**src/rtl/gray_seq_ctrl.sv**
```systemverilog
// Run controller for a W-bit Gray-code counter: one-shot or continuous runs with step/wrap/done strobes.
// Optional down-counting (DIR port) is enabled by defining GRAY_DOWN_EN.
module gray_seq_ctrl #(
    parameter int W = 3
) (
    input  logic         C,
    input  logic         R,
    input  logic         START,
    input  logic         STOP,
    input  logic         HOLD,
    input  logic         MODE,
    input  logic [W-1:0] LEN,
`ifdef GRAY_DOWN_EN
    input  logic         DIR,
`endif
    output logic [W-1:0] OUT,
    output logic         BUSY,
    output logic         STEP,
    output logic         WRAP,
    output logic         DONE
);

    typedef enum logic [1:0] {IDLE, RUN, FIN} state_t;

    state_t         state;
    logic [W-1:0]   idx;
    logic [W-1:0]   len_q;
    logic           mode_q;
    logic           dir_q;
    logic           start_dir;
    logic [W-1:0]   term_idx;
    logic [W-1:0]   next_idx;
    logic [W-1:0]   reload_idx;

    function automatic logic [W-1:0] to_gray(input logic [W-1:0] b);
        return b ^ (b >> 1);
    endfunction

`ifdef GRAY_DOWN_EN
    assign start_dir = DIR;
`else
    assign start_dir = 1'b0;
`endif

    // Up runs end at len_q and restart at 0; down runs end at 0 and restart at len_q.
    assign term_idx   = dir_q ? '0 : len_q;
    assign reload_idx = dir_q ? len_q : '0;
    assign next_idx   = dir_q ? (idx - 1'b1) : (idx + 1'b1);

    assign OUT  = to_gray(idx);
    assign BUSY = (state == RUN);

    always_ff @(posedge C) begin
        if (R) begin
            state  <= IDLE;
            idx    <= '0;
            len_q  <= '0;
            mode_q <= 1'b0;
            dir_q  <= 1'b0;
            STEP   <= 1'b0;
            WRAP   <= 1'b0;
            DONE   <= 1'b0;
        end else begin
            STEP <= 1'b0;
            WRAP <= 1'b0;
            DONE <= 1'b0;
            case (state)
                IDLE: begin
                    if (START && !STOP) begin
                        len_q  <= LEN;
                        mode_q <= MODE;
                        dir_q  <= start_dir;
                        idx    <= start_dir ? LEN : '0;
                        state  <= RUN;
                    end
                end
                RUN: begin
                    if (STOP) begin
                        idx   <= '0;
                        state <= IDLE;
                    end else if (!HOLD) begin
                        if (idx == term_idx) begin
                            if (!mode_q) begin
                                // DONE is registered on entry so it is high exactly while in FIN.
                                state <= FIN;
                                DONE  <= 1'b1;
                            end else begin
                                idx  <= reload_idx;
                                STEP <= 1'b1;
                                WRAP <= 1'b1;
                            end
                        end else begin
                            idx  <= next_idx;
                            STEP <= 1'b1;
                        end
                    end
                end
                FIN: begin
                    state <= IDLE;
                end
                default: begin
                    state <= IDLE;
                end
            endcase
        end
    end

endmodule

```
**config.mk**
```make
export PLATFORM = sky130hd
export DESIGN_NAME = gray_seq_ctrl
export DESIGN_NICKNAME = d
export VERILOG_FILES = /design/src/rtl/gray_seq_ctrl.sv
export SDC_FILE = /design/constraint.sdc
export NUM_CORES = 1
export LEC_CHECK = 0
export BUFFER_PORTS_ARGS = -buffer_cell sky130_fd_sc_hd__buf_2
export CAP_MARGIN = 20
export CORE_AREA = 4 4 41 43
export DETAILED_ROUTE_END_ITERATION = 10
export DIE_AREA = 0 0 45 47
export GPL_TIMING_DRIVEN = 0
export PLACE_DENSITY = 0.78
export RECOVER_POWER = 100
export SLEW_MARGIN = 40
export SYNTH_ARGS = -nofsm -noshare
export SYNTH_HDL_FRONTEND = slang
export SYNTH_SLANG_ARGS = --single-unit
```
**constraint.sdc**
```tcl
create_clock -name C -period 1.6 [get_ports C]
set_input_delay 0.32 -clock C [delete_from_list [all_inputs] [get_ports C]]
set_output_delay 0.32 -clock C [all_outputs]
set_load 0.02 [all_outputs]
```
==> results.yml <==
outcome:
  status: "complete, no violations"
min_path:
  holdCritStartpoint: "MODE"
  holdPathStages: 3
  hold_class: "input port to flip-flop"
  whs_endpoint: "mode_q"
clocking:
  cts_tree: "built"
  clk_pin_slew_worst_paths_ns: 0.08
  clock_path_buffers: 2
  clk_latency_ns: 0.28
  cts_buffers: 3
  clock-sinks: 12
  post-cts-setup-buffer-count: 0
  root_buffer: "clkbuf_4"
  cts_max_level: 1
detailed_routing:
  routed_via_density: 5.10
  drc: 0
  dr_total_vias: 500
  first_pass_iters: 4
  avgRoutedWirePerCell_um: 11.7
  drt_first_iter_violations: 14
  final_antenna_net_count: 0
  wl_mm: 1.15
setup_path:
  cp.required_ns: 1.81
  rr_startpoint: "idx[1]"
  critical_path_class: "flip-flop to flip-flop"
  crit-reg2reg-capture: "idx[2]"
  path_buf_inv: 0
  r2r_cells: 4
  reg2reg_setup_slack_ns: 0.10
  crit_arrival_ns: 1.71
  critPathTopFamily: "simple AND/OR/NAND/NOR gates"
  crit_slowest_cell: "or4_4"
  critPathMaxStageDelay_ns: 0.50
  crit_fanout: 8
  endpoint_kind: "flip-flop"
  cp-start-kind: "flip-flop"
  crit_chain: "xor2_2, nor3_4, or4_4, o211ai_2"
synth:
  synth_area_leaders: "dfxtp_1 40%, mux2i_1 5.0%, nor2_1 5.0%"
  yosysTopAreaCellShare_pct: 40.2
  synth_nets: 74
  yosys_register_bits: 12
  synth_area_um2: 598
  yosys_warnings: 0
  ys_seq_area_share_pct: 40.2
  synth_cells: 64
  synth.avg_cell_area_um2: 9.34
  synthDominantAreaCellType: "dfxtp_1"
  ys_types: 30
sta:
  fmax_ghz: 0.667
  relSlewSlack_pct: 61.6
  finalSetupTns_ns: 0
  slew_violations: 0
  final.setup.worst_slack_ns: 0.102
  clock_skew_ns: 0.000677
  finalCriticalPeriod_ns: 1.50
  final.period_utilization_pct: 93.7
  hold_viol_final: 0
  holdWs_ns: 0.259
  rsz0062_at_grt: "no"
  worstMarginPinSlew_ns: 0.574
  setup_violations: 0
die:
  die_w_um: 45
  fp-row-count: 13
  io-pin-count: 16
  dieArea_um2: 2120
  die_height_um: 47
  core_um2: 1300
  start_util_pct: 46.0
pwr:
  leakage_nw: 0.308
  power_density_nw_per_um2: 841
  fin_total_pwr_mw: 0.632
  ir_drop_mv: 0.530
layout:
  fill_cells: 125
  multi_input_area_um2: 358
  layout-drive-gt1-share_pct: 31.3
  fin_nets: 94
  utilization_pct: 57.8
  design_area_um2: 752
  antenna_cells: 0
  seqCellArea_um2: 241
  fin_cells: 98
  area_delta_synth_final_pct: 25.7
  final_cell_mix: "11 x dfxtp_1, 11 x buf_2, 8 x nor2_1, 5 x clkbuf_1, 4 x nor2b_1"
global_route:
  grt_max_degree: 11
  grt_pass1_vias: 480
  grt_use_total_pct: 13.6
  grt-ovfl-total: 0
  grt_pass1_wl_mm: 1.99
  antenna_found_initial: 0
placed_design:
  place_inst: 94
  pre_cts_ws_ns: 0.0907
  port_buffers: 15
  dp_hpwl_um: 832
  placed_area_um2: 692
  place_congestion: 0.773
flow_run:
  drv_cap: 0
metal layers:
layer	track usage [%]	part of all wire, %	vias up
met5	0	0	-
met4	8.77	2.5	0
li1	-	-	262
met1	15.3	42	224
met3	4.60	5.0	4
met2	22.0	50	10
state kept, by name, indices dropped and copies added, names as in the netlist:
register  count
idx           3
STEP          1
state         2
WRAP          1
len_q         3
mode_q        1
DONE          1
final cells by class:
cell class / instances / area share [%]
clock buffers: 4 / 4.83
plain buffers: 3 / 2.16
well taps: 15 / 2.50
repair buffers: 15 / 9.32
flip-flops and latches: 12 / 32.1
inverters: 3 / 1.50
multi-input cells: 46 / 47.6
report_power, final:
group          internal (mW)  switching, mW  total, mW
Sequential             0.305        0.00622      0.312
Clock                  0.139          0.111      0.250
Combinational         0.0321         0.0385     0.0706
what timing repair did:
item / CTS / global route
setup endpoints to repair: 0 / 4
resized for setup: 0 / 5
hold buffers: 0 / 0
worst min-delay path, stage by stage:
cell and delay, ns:
buf_2 0.08, a21oi_1 0.05, nor2_1 0.07
synth_stat cells, drive strengths merged:
| cell type | number |
|---|---|
| a21oi | 3 |
| buf | 2 |
| clkbuf | 1 |
| dfxtp | 12 |
| ha | 1 |
| inv | 3 |
| mux2i | 3 |
| nand2 | 2 |
| nand2b | 1 |
| nand3b | 1 |
| nor2 | 8 |
| nor2b | 4 |
| nor3 | 1 |
| nor3b | 2 |
| nor4 | 1 |
| nor4b | 2 |
| nor4bb | 1 |
| o211ai | 2 |
| o21ai | 4 |
| or2b | 1 |
| or3 | 1 |
| or3b | 1 |
| or4 | 3 |
| xor2 | 4 |
logic make-up after synthesis:
| kind of cell | synth area share (%) |
|---|---|
| fa+ha+maj | 2.09 |
| xor+xnor | 7.11 |
| compound gates | 9.20 |
| mux | 5.02 |
| simple gates | 31.8 |
| buf+inv | 4.60 |
| flops | 40.2 |
worst max-delay path by stage:
| stage | startpoint | endpoint | cells past startpoint |
|---|---|---|---|
| final | idx[1] | idx[2] | 4 |
| after global routing | state[0] | idx[2] | 5 |
| after CTS | idx[2] | state[0] | 4 |
| after detailed placement | idx[2] | state[0] | 4 |
| after global placement | STOP | idx[2] | 5 |
| after floorplan | state[0] | idx[2] | 5 |
No activity file was read; power rests on OpenSTA's default activity.
